[src/rtl/regfile_issue_scoreboard_pkg.sv]
// Shared decode helpers for the issue scoreboard. The writes-rd list is also used
// by WBU, so both sides agree on which instructions write the register file.
package regfile_issue_scoreboard_pkg;

    localparam int NREG      = 16;
    localparam int REG_IDX_W = $clog2(NREG);

    typedef logic [REG_IDX_W-1:0] reg_idx_t;

    localparam logic [6:0] OP_IMM    = 7'b0010011;
    localparam logic [6:0] OP_LUI    = 7'b0110111;
    localparam logic [6:0] OP_AUIPC  = 7'b0010111;
    localparam logic [6:0] OP_SYSTEM = 7'b1110011;
    localparam logic [6:0] OP_JAL    = 7'b1101111;
    localparam logic [6:0] OP_JALR   = 7'b1100111;
    localparam logic [6:0] OP_REG    = 7'b0110011;
    localparam logic [6:0] OP_LOAD   = 7'b0000011;
    localparam logic [6:0] OP_STORE  = 7'b0100011;
    localparam logic [6:0] OP_BRANCH = 7'b1100011;

    typedef struct packed {
        logic     wen;
        logic     rs1_en;
        logic     rs2_en;
        reg_idx_t rd;
        reg_idx_t rs1;
        reg_idx_t rs2;
    } decode_t;

    function automatic logic writes_rd(input logic [6:0] op);
        case (op)
            OP_IMM, OP_LUI, OP_AUIPC, OP_SYSTEM,
            OP_JAL, OP_JALR, OP_REG, OP_LOAD: writes_rd = 1'b1;
            default:                          writes_rd = 1'b0;
        endcase
    endfunction

    function automatic logic uses_rs1(input logic [6:0] op);
        uses_rs1 = !(op == OP_LUI || op == OP_AUIPC || op == OP_JAL);
    endfunction

    function automatic logic uses_rs2(input logic [6:0] op);
        uses_rs2 = (op == OP_REG || op == OP_STORE || op == OP_BRANCH);
    endfunction

    // RV32E indexing: only the low 4 bits of each register field are used.
    function automatic decode_t decode(input logic [31:0] inst);
        decode_t d;
        d.rd     = inst[10:7];
        d.rs1    = inst[18:15];
        d.rs2    = inst[23:20];
        d.wen    = writes_rd(inst[6:0]) && (inst[10:7] != '0);
        d.rs1_en = uses_rs1(inst[6:0]);
        d.rs2_en = uses_rs2(inst[6:0]);
        return d;
    endfunction

endpackage

[src/rtl/regfile_issue_scoreboard_counter.sv]
// Pending-write counter for one architectural register: net delta of one
// increment and two decrements per cycle, saturating at zero on underflow.
module regfile_pending_counter #(
    parameter int CNT_WIDTH = 2
) (
    input  logic                 clock,
    input  logic                 reset,
    input  logic                 inc,
    input  logic                 dec_wb,
    input  logic                 dec_kill,
    output logic [CNT_WIDTH-1:0] count,
    output logic                 nonzero
);

    localparam int SW = CNT_WIDTH + 2;
    localparam logic signed [SW-1:0] CNT_MAX = SW'((1 << CNT_WIDTH) - 1);

    logic signed [SW-1:0] next_sum;

    assign next_sum = $signed({2'b00, count}) + $signed(SW'(inc))
                    - $signed(SW'(dec_wb)) - $signed(SW'(dec_kill));

    always_ff @(posedge clock) begin
        if (reset) begin
            count <= '0;
        end else if (next_sum[SW-1]) begin
            count <= '0;
        end else if (next_sum > CNT_MAX) begin
            count <= CNT_MAX[CNT_WIDTH-1:0];
        end else begin
            count <= next_sum[CNT_WIDTH-1:0];
        end
    end

    assign nonzero = |count;

    // A release with nothing outstanding means WBU or the kill path misbehaved.
    underflow_chk: assert property (@(posedge clock) disable iff (reset) !next_sum[SW-1]);

endmodule

[src/rtl/regfile_issue_scoreboard.sv]
// Issue-stage scoreboard: one-entry skid buffer between IDU and EXU, issuing only
// when no source is pending and the destination counter has headroom.
module regfile_issue_scoreboard #(
    parameter int NREG      = 16,
    parameter int CNT_WIDTH = 2,
    parameter int NUM_WIDTH = 64
) (
    input  logic                 clock,
    input  logic                 reset,
    input  logic                 id_valid,
    output logic                 id_ready,
    input  logic [31:0]          id_inst,
    input  logic [NUM_WIDTH-1:0] id_num,
    output logic                 ex_valid,
    input  logic                 ex_ready,
    output logic [31:0]          ex_inst,
    output logic [NUM_WIDTH-1:0] ex_num,
    input  logic                 wb_valid,
    input  logic [31:0]          wb_inst,
    input  logic                 kill_valid,
    input  logic [31:0]          kill_inst,
    input  logic                 flush,
    output logic [NREG-1:0]      busy_mask,
    output logic [31:0]          hazard_stall_cycles
);

    import regfile_issue_scoreboard_pkg::*;

    localparam logic [CNT_WIDTH-1:0] CNT_MAX = '1;

    logic                 buf_valid;
    logic [31:0]          buf_inst;
    logic [NUM_WIDTH-1:0] buf_num;
    decode_t              buf_dec, wb_dec, kill_dec;
    logic [CNT_WIDTH-1:0] cnt [NREG];
    logic [NREG-1:0]      nonzero;
    logic                 hazard;
    logic                 issue;

    assign buf_dec  = decode(buf_inst);
    assign wb_dec   = decode(wb_inst);
    assign kill_dec = decode(kill_inst);

    // Evaluated on current counters only; a same-cycle writeback frees the stall next cycle.
    always_comb begin
        hazard = 1'b0;
        if (buf_valid) begin
            hazard = (buf_dec.rs1_en && nonzero[buf_dec.rs1])
                  || (buf_dec.rs2_en && nonzero[buf_dec.rs2])
                  || (buf_dec.wen && cnt[buf_dec.rd] == CNT_MAX);
        end
    end

    assign ex_valid  = buf_valid && !hazard && !flush;
    assign issue     = ex_valid && ex_ready;
    assign id_ready  = !flush && (!buf_valid || issue);
    assign ex_inst   = buf_inst;
    assign ex_num    = buf_num;
    assign busy_mask = nonzero;

    always_ff @(posedge clock) begin
        if (reset) begin
            buf_valid           <= 1'b0;
            buf_inst            <= '0;
            buf_num             <= '0;
            hazard_stall_cycles <= '0;
        end else begin
            if (id_valid && id_ready) begin
                buf_valid <= 1'b1;
                buf_inst  <= id_inst;
                buf_num   <= id_num;
            end else if (issue || flush) begin
                buf_valid <= 1'b0;
            end
            if (hazard && !flush) begin
                hazard_stall_cycles <= hazard_stall_cycles + 32'd1;
            end
        end
    end

    // x0 is never written, so its counter is a constant zero.
    assign cnt[0]     = '0;
    assign nonzero[0] = 1'b0;

    for (genvar i = 1; i < NREG; i++) begin : g_cnt
        regfile_pending_counter #(
            .CNT_WIDTH (CNT_WIDTH)
        ) u_cnt (
            .clock    (clock),
            .reset    (reset),
            .inc      (issue && buf_dec.wen && buf_dec.rd == REG_IDX_W'(i)),
            .dec_wb   (wb_valid && wb_dec.wen && wb_dec.rd == REG_IDX_W'(i)),
            .dec_kill (kill_valid && kill_dec.wen && kill_dec.rd == REG_IDX_W'(i)),
            .count    (cnt[i]),
            .nonzero  (nonzero[i])
        );
    end

endmodule
[config.mk]
export PLATFORM = sky130hd
export DESIGN_NAME = regfile_issue_scoreboard
export DESIGN_NICKNAME = d
export VERILOG_FILES = /design/src/rtl/regfile_issue_scoreboard_pkg.sv /design/src/rtl/regfile_issue_scoreboard_counter.sv /design/src/rtl/regfile_issue_scoreboard.sv
export SDC_FILE = /design/constraint.sdc
export NUM_CORES = 1
export LEC_CHECK = 0
export ABC_AREA = 1
export BUFFER_PORTS_ARGS = -buffer_cell sky130_fd_sc_hd__clkbuf_2
export CAP_MARGIN = 25
export CORE_MARGIN = 2
export CORE_UTILIZATION = 38
export CTS_BUF_LIST = sky130_fd_sc_hd__clkbuf_4
export CTS_CLUSTER_DIAMETER = 50
export DETAILED_ROUTE_END_ITERATION = 10
export PLACE_DENSITY = 0.59
export SLEW_MARGIN = 20
export SYNTH_ARGS = -nofsm -noshare
export SYNTH_HDL_FRONTEND = slang
export SYNTH_SLANG_ARGS = --single-unit
[constraint.sdc]
create_clock -name clock -period 4.1 [get_ports clock]
set_input_delay 0.615 -clock clock [delete_from_list [all_inputs] [get_ports clock]]
set_output_delay 0.615 -clock clock [all_outputs]
set_load 0.005 [all_outputs]
## Word-level counts from Yosys, hierarchy flattened

Cells that the tools add are included.

| word-level totals | value |
|---|---|
| output and inout bits | 146 |
| memories kept | 0 |
| bits in latches | 0 |
| bits in writable memories | 0 |
| flip-flop bits (word level) | 159 |
| bits of input ports | 167 |
| word-level logic and storage cells | 293 |
| memory bits (read-only) | 0 |

| operators by class | value |
|---|---|
| div/mod/pow operators | 0 |
| eq/ne operators | 72 |
| order comparisons | 18 |
| reductions and logical operators | 109 |
| $mul | 0 |
| multiplexer cells | 28 |
| bitwise logic cells | 1 |
| add/subtract/negate cells | 46 |
| shifts and indexed selects | 0 |

Operator list:

| kind | number |
|---|---|
| $sub 4x2->4 | 30 |
| $eq 4x4->1 const B | 24 |
| $eq 7x7->1 const B | 10 |
| $gt 4x3->1 const B | 15 |
| $logic_and 1x1->1 | 60 |
| $reduce_or 2->1 | 30 |
| $eq 7x6->1 const B | 7 |
| $eq 4x3->1 const B | 12 |
| $add 2x1->3 | 15 |
| $eq 7x5->1 const B | 6 |
| $mux 2 | 17 |
| $add 32x1->32 const B | 1 |
| $eq 4x2->1 const B | 6 |
| $reduce_or 8->1 | 3 |
| $eq 7x2->1 const B | 3 |
| $eq 4x1->1 const B | 3 |
| $reduce_bool 4->1 | 3 |
| $lt 4x5->1 const B | 2 |
| $bmux 1 s4 | 2 |
| $bmux 2 s4 | 1 |
| $logic_or 1x1->1 | 8 |
| $mux 1 | 8 |
| $ge 5x5->1 const B | 1 |
| $not 4->5 | 1 |
| other kinds (3) | 6 |

## Logic depth before layout (Yosys ltp)

Gate-level depths: netlist of run 1.

| logic depth | value |
|---|---|
| depth in word-level cells | 19 |
| mapped depth | 24 |

## Cells and area by module

Synthesis of run 1 repeated with hierarchy kept, for this count alone.

| unflattened totals | value |
|---|---|
| cells, all modules | 1,744 |
| area, all modules | 10,667.7 um^2 |

By module, submodules not included:

| module | seq. area each (um^2) | cells an instance | area an instance (um^2) | times used |
|---|---|---|---|---|
| regfile_issue_scoreboard | 2,582.5 | 1,384 | 7,991.4 | 1 |
| regfile_pending_counter at g_cnt[10].u_cnt ... | 40.0 | 24 | 176.4 | 9 |
| regfile_pending_counter at g_cnt[4].u_cnt ... | 40.0 | 24 | 181.4 | 6 |

## Least setup slack after synthesis of run 1

OpenSTA, ideal clock, no wires.

| path | value |
|---|---|
| path kind | flip-flop to flip-flop |
| start | register buf_inst[8], in the netlist ex_inst[8] |
| end | register g_cnt[1].u_cnt.count[0] |
| path slack | 1.023 ns |
| data arrival time | 2.951 ns |
| library setup time | 0.126 ns |
| clock period less this slack | 3.077 ns |
| required time | 3.974 ns |
| stages on the path, launching flop included | 23 |
| path buffers | 1 |
| path through | dfxtp_1 -> buf_2 -> inv_2 -> nand2_2 -> nor2_1 -> a21oi_1 -> nand2_1 -> nand2_1 -> nand2_1 -> nor2_1 -> nor2_2 -> nor2_4 -> nand3_2 -> nor3_1 -> nand2_1 -> nor2_1 -> ha_1 -> fa_1 -> inv_1 -> ha_1 -> nor2_1 -> o21ai_0 -> a21oi_1 |

| between the ends | value |
|---|---|
| longest elaborated chain between the ends | 19 |
| elaborated cells between the ends (all ways) | 23 |

RTL lines:

| what | line | source |
|---|---|---|
| start, declared | regfile_issue_scoreboard.sv:32 | `logic [31:0] buf_inst;` |
| start signal, assigned | regfile_issue_scoreboard.sv:70 | `buf_inst <= id_inst;` |
| $not 4->5 (implied by the code) | regfile_issue_scoreboard.sv:50 | `\|\| (buf_dec.wen && cnt[buf_dec.rd] == CNT_MAX);` |
| $bmux 2 s4 | regfile_issue_scoreboard.sv:50 |  |
| $mux 2 (implied by the code) (2 in a row) | regfile_issue_scoreboard.sv:50 |  |
| $eq 2x2->1 | regfile_issue_scoreboard.sv:50 |  |
| $logic_and 1x1->1 | regfile_issue_scoreboard.sv:50 |  |
| $logic_or 1x1->1 | regfile_issue_scoreboard.sv:50 |  |
| $mux 1 | regfile_issue_scoreboard.sv:47 | `if (buf_valid) begin` |
| $logic_not 1->1 | regfile_issue_scoreboard.sv:54 | `assign ex_valid = buf_valid && !hazard && !flush;` |
| $logic_and 1x1->1 (2 in a row) | regfile_issue_scoreboard.sv:54 |  |
| $logic_and 1x1->1 | regfile_issue_scoreboard.sv:55 | `assign issue = ex_valid && ex_ready;` |
| $logic_and 1x1->1 | regfile_issue_scoreboard.sv:91 | `.inc (issue && buf_dec.wen && buf_dec.rd == REG_IDX_W'(i)),` |
| $logic_and 1x1->1 * | regfile_issue_scoreboard.sv:91 |  |
| $add 2x1->3 * | regfile_issue_scoreboard_counter.sv:20 | `assign next_sum = $signed({2'b00, count}) + $signed(SW'(inc))` |
| $sub 4x2->4 * (2 in a row) | regfile_issue_scoreboard_counter.sv:21 | `- $signed(SW'(dec_wb)) - $signed(SW'(dec_kill));` |
| $gt 4x3->1 | regfile_issue_scoreboard_counter.sv:28 | `end else if (next_sum > CNT_MAX) begin` |
| $mux 2 | regfile_issue_scoreboard_counter.sv:28 |  |
| end signal, assigned | regfile_issue_scoreboard_counter.sv:29 | `count <= CNT_MAX[CNT_WIDTH-1:0];` |
| end signal, assigned | regfile_issue_scoreboard_counter.sv:31 | `count <= next_sum[CNT_WIDTH-1:0];` |
| end, declared | regfile_issue_scoreboard_counter.sv:11 | `output logic [CNT_WIDTH-1:0] count,` |

Every way passes the cells marked *; elsewhere a longest branch is shown, timed or not. The select of a mux whose other input is x is not followed.
A chain may end at the register's enable or synchronous reset.

## Final worst setup path of run 1

| path | value |
|---|---|
| start | register buf_inst[20], in the netlist ex_inst[20] |
| end | register g_cnt[15].u_cnt.count[1] |

| between the ends | value |
|---|---|
| longest elaborated chain between the ends | 17 |
| elaborated cells between the ends (all ways) | 18 |

RTL lines:

| what | line | source |
|---|---|---|
| $bmux 1 s4 * | regfile_issue_scoreboard.sv:49 | `\|\| (buf_dec.rs2_en && nonzero[buf_dec.rs2])` |
| $mux 1 (implied by the code) * | regfile_issue_scoreboard.sv:49 |  |
| $logic_and 1x1->1 * | regfile_issue_scoreboard.sv:49 |  |
| $logic_or 1x1->1 * | regfile_issue_scoreboard.sv:49 |  |
| $logic_or 1x1->1 * | regfile_issue_scoreboard.sv:50 |  |
| $mux 1 * | regfile_issue_scoreboard.sv:47 |  |
| $logic_not 1->1 * | regfile_issue_scoreboard.sv:54 |  |
| $logic_and 1x1->1 * (2 in a row) | regfile_issue_scoreboard.sv:54 |  |
| $logic_and 1x1->1 * | regfile_issue_scoreboard.sv:55 |  |
| $logic_and 1x1->1 * (2 in a row) | regfile_issue_scoreboard.sv:91 |  |
| $add 2x1->3 * | regfile_issue_scoreboard_counter.sv:20 |  |
| $sub 4x2->4 * (2 in a row) | regfile_issue_scoreboard_counter.sv:21 |  |
| $gt 4x3->1 | regfile_issue_scoreboard_counter.sv:28 |  |
| $mux 2 | regfile_issue_scoreboard_counter.sv:28 |  |
| end signal, assigned | regfile_issue_scoreboard_counter.sv:29 |  |
| end signal, assigned | regfile_issue_scoreboard_counter.sv:31 |  |
| end, declared | regfile_issue_scoreboard_counter.sv:11 |  |

Marks and branches as above.

==> results of run 1 <==
layer usage:
metal	wire length [um]	GRT usage, %	part of all wire (%)
met2	13600	34.11	46
met5	0	0	0
met1	13560	26.77	46
met4	465	5.351	1.6
met3	1896	5.307	6.4
metrics by stage:
stage / power, uW / setup slack [ns] / hold slack, ns / instance area (um^2) / cells
after floorplan: 2031 / 1.023 / 0.4742 / 10360 / 1673
after global placement: 2235 / 0.6208 / 0.4809 / 11830 / 2212
after detailed placement: 2243 / 0.5263 / 0.4850 / 11830 / 2212
after CTS: 3193 / 0.5067 / 0.2243 / 12080 / 2244
after global routing: 3347 / 0.1393 / 0.2356 / 12110 / 2246
final: 3144 / 0.4467 / 0.2708 / 12110 / 2247
logic make-up after synthesis:
| kind of cell | count (synthesis) | share of synthesized area (%) |
|---|---|---|
| and+or+nand+nor | 830 | 33.97 |
| buffers and inverters | 496 | 19.30 |
| DFF | 159 | 30.72 |
| AOI/OAI and AO/OA | 94 | 4.818 |
| adders and majority gates | 61 | 8.453 |
| xor gates and xnor gates | 32 | 2.705 |
| other | 1 | 0.03619 |
layout by cell type (no fill, tap or decap), drive strengths merged, types with 4 or more instances in the layout:
cell      n
nand2   446
nor2    197
nor4      6
o31ai     7
dfxtp   159
xor2     18
xnor2    14
nand3    52
clkinv    4
o21ai    14
nor3     23
fa       15
a21oi    70
clkbuf  286
nand4   105
buf      14
inv     420
ha       46
critical path, stage by stage (launching register included):
cell and delay [ns]:
dfxtp_1 0.56, inv_1 0.22, nand2_1 0.11, nand3_1 0.07, nand3_1 0.09, nand3_1 0.09
nand3_1 0.08, nand2_1 0.09, nor2_4 0.15, nand3_2 0.18, nor3_1 0.17, buf_4 0.15
nand2_1 0.13, nor2_1 0.18, ha_1 0.27, fa_1 0.36, inv_1 0.08, ha_1 0.17
nor2_1 0.06, o21ai_0 0.25, a21oi_1 0.10
state kept, by name (all words and copies together) (netlist names):
register             flops
hazard_stall_cycles     32
ex_num                  64
ex_inst                 32
buf_valid                1
g_cnt.u_cnt.count       30
cell usage after synthesis:
library cell | count | share of area (%)
nand2_1 | 443 | 16
inv_1 | 392 | 14
nor2_1 | 194 | 7.0
dfxtp_1 | 159 | 31
nand4_1 | 105 | 6.3
a21oi_1 | 70 | 3.4
nand3_1 | 50 | 2.4
ha_1 | 46 | 5.6
clkbuf_1 | 27 | 0.98
nor3_1 | 23 | 1.1
buf_4 | 21 | 1.5
inv_2 | 21 | 0.76
xor2_1 | 18 | 1.5
buf_2 | 17 | 0.82
fa_1 | 15 | 2.9
xnor2_1 | 14 | 1.2
buf_1 | 13 | 0.47
o21ai_0 | 13 | 0.63
o31ai_1 | 7 | 0.51
nor4_1 | 6 | 0.36
buf_6 | 5 | 0.54
nand2_2 | 3 | 0.18
nand3_2 | 2 | 0.19
nor2_2 | 2 | 0.12
a32o_1 | 1 | 0.097
and3_1 | 1 | 0.060
conb_1 | 1 | 0.036
nor2_4 | 1 | 0.11
o21ai_1 | 1 | 0.048
o21bai_1 | 1 | 0.072
o32ai_1 | 1 | 0.085
report_power, final:
| group | leakage (uW) | switching [uW] | total (uW) | internal (uW) |
|---|---|---|---|---|
| logic | 0.00530 | 329 | 543 | 214 |
| clock network | 0.000134 | 669 | 936 | 268 |
| registers | 0.00130 | 48.6 | 1660 | 1620 |
path summary, 6_finish.rpt:
check | startpoint | endpoint | slack, ns | depth (start not counted)
hold reg to reg | hazard_stall_cycles[30] | hazard_stall_cycles[30] | 0.50 | 2
setup reg to reg | ex_inst[20] | g_cnt[15].u_cnt.count[1] | 0.45 | 20
setup / recovery | ex_inst[20] | g_cnt[15].u_cnt.count[1] | 0.45 | 20
hold / removal | flush | buf_valid | 0.27 | 2
final cells by class:
type / count / area share, %
Inverter: 413 / 12.81
Timing Repair Buffer: 282 / 12.34
Sequential cell: 159 / 26.29
Antenna cell: 2 / 0.04133
Clock buffer: 18 / 1.116
Multi-Input combinational cell: 1018 / 42.87
Tap cell: 341 / 3.524
Clock inverter: 14 / 1.002
==> summary.txt, run 1 <==
GRT
  – GRT Resource Usage Total: between 20% and 30%
  – Initial antenna violation count: 2
  – Largest net degree at the start of global routing: a little under 100
  – First-pass GRT wire length: around 48,000 um
  – Total grt overflow: 0
  – Vias in the first global route: a little under 10,000

Finish
  – Final core occ: 45.05%
  – Fill cells: ~3,000
  – Fraction of final layout cells sized beyond drive strength 1: between 10% and 20%
  – Sequential Area: 3183 um^2
  – Multi-input logic area: between 5000 and 6000 um^2
  – Area growth, synth to finish: 16.86%
  – Layout Nets: around 2,100

Timing
  – Final Cycle Share: between 80% and 90%
  – RSZ-0062 raised after global routing: no
  – Final setup TNS: 0 ns
  – Top achievable clock speed: about 270 MHz
  – Worst clock skew: approximately 0.053 ns
  – Max-Slew Margin vs Limit: just over 60%
  – Minimum clock period: around 3.7 ns
  – Final hold vios: 0
  – Setup Viol. Count Final: 0
  – Final Max Tran Viols: 0
  – Tightest Pin Transition: around 0.56 ns

Synthesis
  – Synth cell types: 31
  – Synth warn: 0
  – Synth Net Count: about 1,900
  – Syn_area_per_cell: 6.193 um^2
  – Sequential-to-total area share from yosys stat: between 30% and 40%
  – Mapped Area: between 10,000 and 15,000 um^2
  – #FFs+latches synth: between 150 and 200
  – Cell count after synthesis: 1,673

Routing
  – 1st-pass router iterations: 5
  – Drt first-iter violations: 520
  – Via count: ~10,000
  – Routed Antenna Nets: 0
  – Routed WL per cell: around 13 um
  – Vias per cell: approximately 4.6
  – Routed wire length: a little under 30,000 um
  – DR DRC count: 0

Floorplanning
  – Die footprint: around 29,000 um^2
  – Initial Util: 38.55%
  – Die W: ~170 um
  – Std cell rows: 60
  – Die Y: around 170 um
  – Core area: ~27,000 um^2
  – IO Pins: 313

Clock network
  – Worst-path clk slew: 0.16 ns
  – Clk buf depth: 2
  – PostCTS Resize Cnt: 0
  – Root Driver: clkbuf_4
  – CTS Buf Count: 17
  – Setup bufs post-CTS: 0
  – Clk_lat worst skew: between 0.5 and 0.6 ns
  – CTS Hold Bufs: 0
  – H-tree depth: 4
  – CTS tree: yes
  – CTS Sinks: about 160

Worst setup path
  – Critical path launch point type: flip-flop
  – WP data required: 4.56 ns
  – Crit end category: flip-flop
  – Worst-path fanout max: 10
  – WS Path Type: reg2reg
  – Critical Path AT: 4.11 ns

Placement
  – Final HPWL DP: between 20,000 and 25,000 um
  – Global placer's final weighted congestion: between 0.8 and 0.9
  – IO Port Bufs: roughly 270

Power and ir drop
  – PD cells: between 200 and 300 nW/um^2
  – Worst vdd rail ir drop: approximately 120 uV
  – Pleak: about 0.0067 uW

Job
  – Max-Cap Viols: 0

Hold path
  – HP Class: in2reg

Run status
  – Status: complete, no violations
(Power assumes the default switching activity.)
==> inputs of run 2 (changes only) <==
--- a/config.mk
+++ b/config.mk
@@ -7,13 +7,14 @@
 export LEC_CHECK = 0
 export ABC_AREA = 1
 export BUFFER_PORTS_ARGS = -buffer_cell sky130_fd_sc_hd__clkbuf_2
-export CAP_MARGIN = 25
+export CELL_PAD_IN_SITES_DETAIL_PLACEMENT = 0
+export CELL_PAD_IN_SITES_GLOBAL_PLACEMENT = 1
 export CORE_MARGIN = 2
-export CORE_UTILIZATION = 38
+export CORE_UTILIZATION = 33
 export CTS_BUF_LIST = sky130_fd_sc_hd__clkbuf_4
 export CTS_CLUSTER_DIAMETER = 50
 export DETAILED_ROUTE_END_ITERATION = 10
-export PLACE_DENSITY = 0.59
+export PLACE_DENSITY = 0.76
 export SLEW_MARGIN = 20
 export SYNTH_ARGS = -nofsm -noshare
 export SYNTH_HDL_FRONTEND = slang
==> constraint.sdc (replaced) <==
create_clock -name clock -period 3.05 [get_ports clock]
set_input_delay 0.4575 -clock clock [delete_from_list [all_inputs] [get_ports clock]]
set_output_delay 0.4575 -clock clock [all_outputs]
set_load 0.005 [all_outputs]
==> summary.txt, run 2 (synthesized netlist as in run 1, its figures left out) <==
Run status
  – Status: finished with violations (was complete, no violations)
  – Failing checks: setup timing

Clock network
  – H-tree depth: 4 (unchanged)
  – Root Driver: clkbuf_4 (unchanged)
  – CTS Sinks: 159 (unchanged)
  – Worst-path clk slew: 0.17 ns (was 0.16 ns)
  – CTS Buf Count: 17 (unchanged)
  – Clk buf depth: 2 (unchanged)
  – CTS tree: yes (unchanged)
  – Clk_lat worst skew: 0.62 ns (was 0.59 ns)

Worst setup path
  – Slowest stage delay, CP: 0.41 ns (was 0.56 ns)
  – Most frequent cell on the critical path: buf_6 (was nand3_1)
  – Top Family by Delay on Critical Path: simple AND/OR/NAND/NOR gates (unchanged)
  – Depth of the worst register-to-register path: 23 (was 20)
  – Critical Path, Cell by Cell: buf_6, buf_6, nand3_2, nand3_2, nand2_1, inv_1, nor2_1, nand2_1, nand2_2, nor2_4, nor2_4, nand3_4, nor3_4, buf_6, nand2_8, buf_6, nor2_4, ha_4, fa_2, inv_2, ha_4, xnor2_2, a21oi_1 (was inv_1, nand2_1, nand3_1, nand3_1, nand3_1, nand3_1, nand2_1, nor2_4, nand3_2, nor3_1, buf_4, nand2_1, nor2_1, ha_1, fa_1, inv_1, ha_1, nor2_1, o21ai_0, a21oi_1)
  – WS Path Type: reg2reg (unchanged)
  – CP bufs+invs: 6 (was 3)
  – Slowest CP cell: dfxtp_4 (was dfxtp_1)
  – WP data required: 3.55 ns (was 4.56 ns)
  – Crit path launch: ex_inst[7] (was ex_inst[20])
  – Critical path launch point type: flip-flop (unchanged)
  – Worst-path fanout max: 4 (was 10)
  – CP Depth: 23 (was 20)
  – Reg2reg end: g_cnt[10].u_cnt.count[0] (was g_cnt[15].u_cnt.count[1])
  – Crit path to: g_cnt[10].u_cnt.count[0] (was g_cnt[15].u_cnt.count[1])
  – Worst r2r src: ex_inst[7] (was ex_inst[20])
  – Critical Path AT: 3.78 ns (was 4.11 ns)
  – Crit end category: flip-flop (unchanged)
  – Worst reg2reg setup slack: -0.22 ns (was 0.45 ns)

Power and ir drop
  – Net Sw Frac: 32.75% (was 33.26%)
  – PD cells: 319.5 nW/um^2 (was 259.7 nW/um^2)
  – Gate power share: 19.7% (was 17.3%)
  – Worst vdd rail ir drop: 194.8 uV (was 123.2 uV)
  – Pleak: 0.007258 uW (was 0.006732 uW)
  – Overall power: 4397 uW (was 3144 uW)
  – Internal Pwr Total: 2957 uW (was 2098 uW)
  – Psw: 1440 uW (was 1046 uW)
  – Flop pwr share: 50.7% (was 52.9%)
  – Clock power frac: 29.6% (was 29.8%)

Timing
  – Top achievable clock speed: 305.7 MHz (was 273.7 MHz)
  – Final setup TNS: -3.601 ns (was 0 ns)
  – Final Cycle Share: 107.3% (was 89.10%)
  – Worst clock skew: 0.03588 ns (was 0.05309 ns)
  – Tightest Pin Transition: 1.115 ns (was 0.5621 ns)
  – Final Max Tran Viols: 0 (unchanged)
  – Final hold vios: 0 (unchanged)
  – Minimum clock period: 3.272 ns (was 3.653 ns)
  – RSZ-0062 raised after global routing: yes (was no)
  – Max-Slew Margin vs Limit: 25.66% (was 62.24%)
  – Final WS setup: -0.2216 ns (was 0.4467 ns)
  – Setup Viol. Count Final: 31 (was 0)

GRT
  – Largest net degree at the start of global routing: 98 (unchanged)
  – Vias in the first global route: 10,392 (was 9,741)
  – Initial antenna violation count: 2 (unchanged)
  – First-pass GRT wire length: 53,400 um (was 48,330 um)
  – Total grt overflow: 0 (unchanged)
  – GRT Resource Usage Total: 20.21% (was 20.62%)

Floorplanning
  – Core area: 30,750 um^2 (was 26,880 um^2)
  – Die footprint: 32,830 um^2 (was 28,600 um^2)
  – Std cell rows: 64 (was 60)
  – Die W: 181.2 um (was 169.1 um)
  – IO Pins: 313 (unchanged)
  – Die Y: 181.2 um (was 169.1 um)
  – Initial Util: 33.70% (was 38.55%)

Routing
  – DR DRC count: 0 (unchanged)
  – 1st-pass router iterations: 5 (unchanged)
  – Drt first-iter violations: 681 (was 520)
  – Vias per cell: 4.570 (was 4.616)
  – Via count: 10,959 (was 10,372)
  – Routed Antenna Nets: 0 (unchanged)
  – Routed WL per cell: 14.07 um (was 13.14 um)
  – Routed wire length: 33,730 um (was 29,530 um)

Job
  – Max-Cap Viols: 0 (unchanged)

Finish
  – Most frequent cells in the layout: 431 x nand2_1, 369 x inv_1, 268 x clkbuf_2 (was 443 x nand2_1, 392 x inv_1, 268 x clkbuf_2)
  – Area growth, synth to finish: 32.82% (was 16.86%)
  – Most common cell after layout, fill and taps aside: nand2_1 (unchanged)
  – Fraction of final layout cells sized beyond drive strength 1: 28.74% (was 17.96%)
  – Final core occ: 44.76% (was 45.05%)
  – Max FFs per register: 64 (unchanged)
  – Design area: 13,760 um^2 (was 12,110 um^2)
  – Layout Nets: 2,216 (was 2,119)

Placement
  – Global placer's final weighted congestion: 0.8494 (was 0.8991)
  – Post-Place Cell Area: 12,540 um^2 (was 11,830 um^2)
  – Final HPWL DP: 24,150 um (was 21,370 um)
  – Setup WS pre-CTS: -0.2668 ns (was 0.5263 ns)
  – IO Port Bufs: 269 (unchanged)

Hold path
  – HP Class: in2reg (unchanged)
  – Hold Path Origin: id_inst[12] (was flush)
==> run 2: worst min path at each step <==
| stage | end | depth (start not counted) | slack [ns] |
|---|---|---|---|
| floorplan | hazard_stall_cycles[8] | 2 | 0.47 |
| global placement | hazard_stall_cycles[31] | 2 | 0.49 |
| detailed placement | hazard_stall_cycles[31] | 2 | 0.49 |
| CTS | ex_num[32] | 5 | 0.08 |
| global route | ex_num[16] | 5 | 0.07 |
| finish | ex_inst[12] | 5 | 0.14 |
==> run 2: power groups by stage <==
| stage | clock, uW | sequential [uW] | combinational (uW) |
|---|---|---|---|
| finish | 1300 | 2230 | 864 |
| global route | 1450 | 2250 | 972 |
| CTS | 1360 | 2230 | 852 |
| detailed placement | 0 | 2280 | 819 |
| global placement | 0 | 2270 | 811 |
| floorplan | 0 | 2280 | 453 |
==> run 2: worst min-delay path, stage by stage <==
cell,delay (ns)
clkbuf_2,0.08
inv_1,0.04
nand4_1,0.08
nand2_1,0.06
nor2_1,0.03
==> run 2: area by class of cell <==
class / count / area, um^2
fillers: 3304 / 16990
multi-input cells: 1018 / 5954
flip-flops and latches: 159 / 3194
repair buffers: 379 / 2282
inverters: 413 / 1563
well taps: 396 / 495.5
clock buffers: 18 / 135.1
clock inverters: 14 / 135.1
diodes: 1 / 2.502
==> run 2: timing repair <==
action / CTS / global route
pin swaps: 71 / 75
gates resized for setup: 130 / 67
hold endpoints to repair: 1 / 0
hold buffers: 1 / 0
cloned: 1 / 0
setup endpoints to repair: 30 / 33
buffers inserted: 11 / 3
==> run 2: metrics by stage <==
step / cells / hold WS [ns]
floorplan: 1673 / 0.4742
global placement: 2349 / 0.4877
detailed placement: 2349 / 0.4928
CTS: 2394 / 0.07556
global route: 2398 / 0.06801
finish: 2398 / 0.1374
==> run 2: metal layers <==
layer	GRT usage [%]	vias up	share of wire (%)
met5	0	-	0.039
li1	-	5666	-
met1	26.88	4957	47
met4	6.341	2	2.2
met3	4.173	51	5.1
met2	32.80	283	46
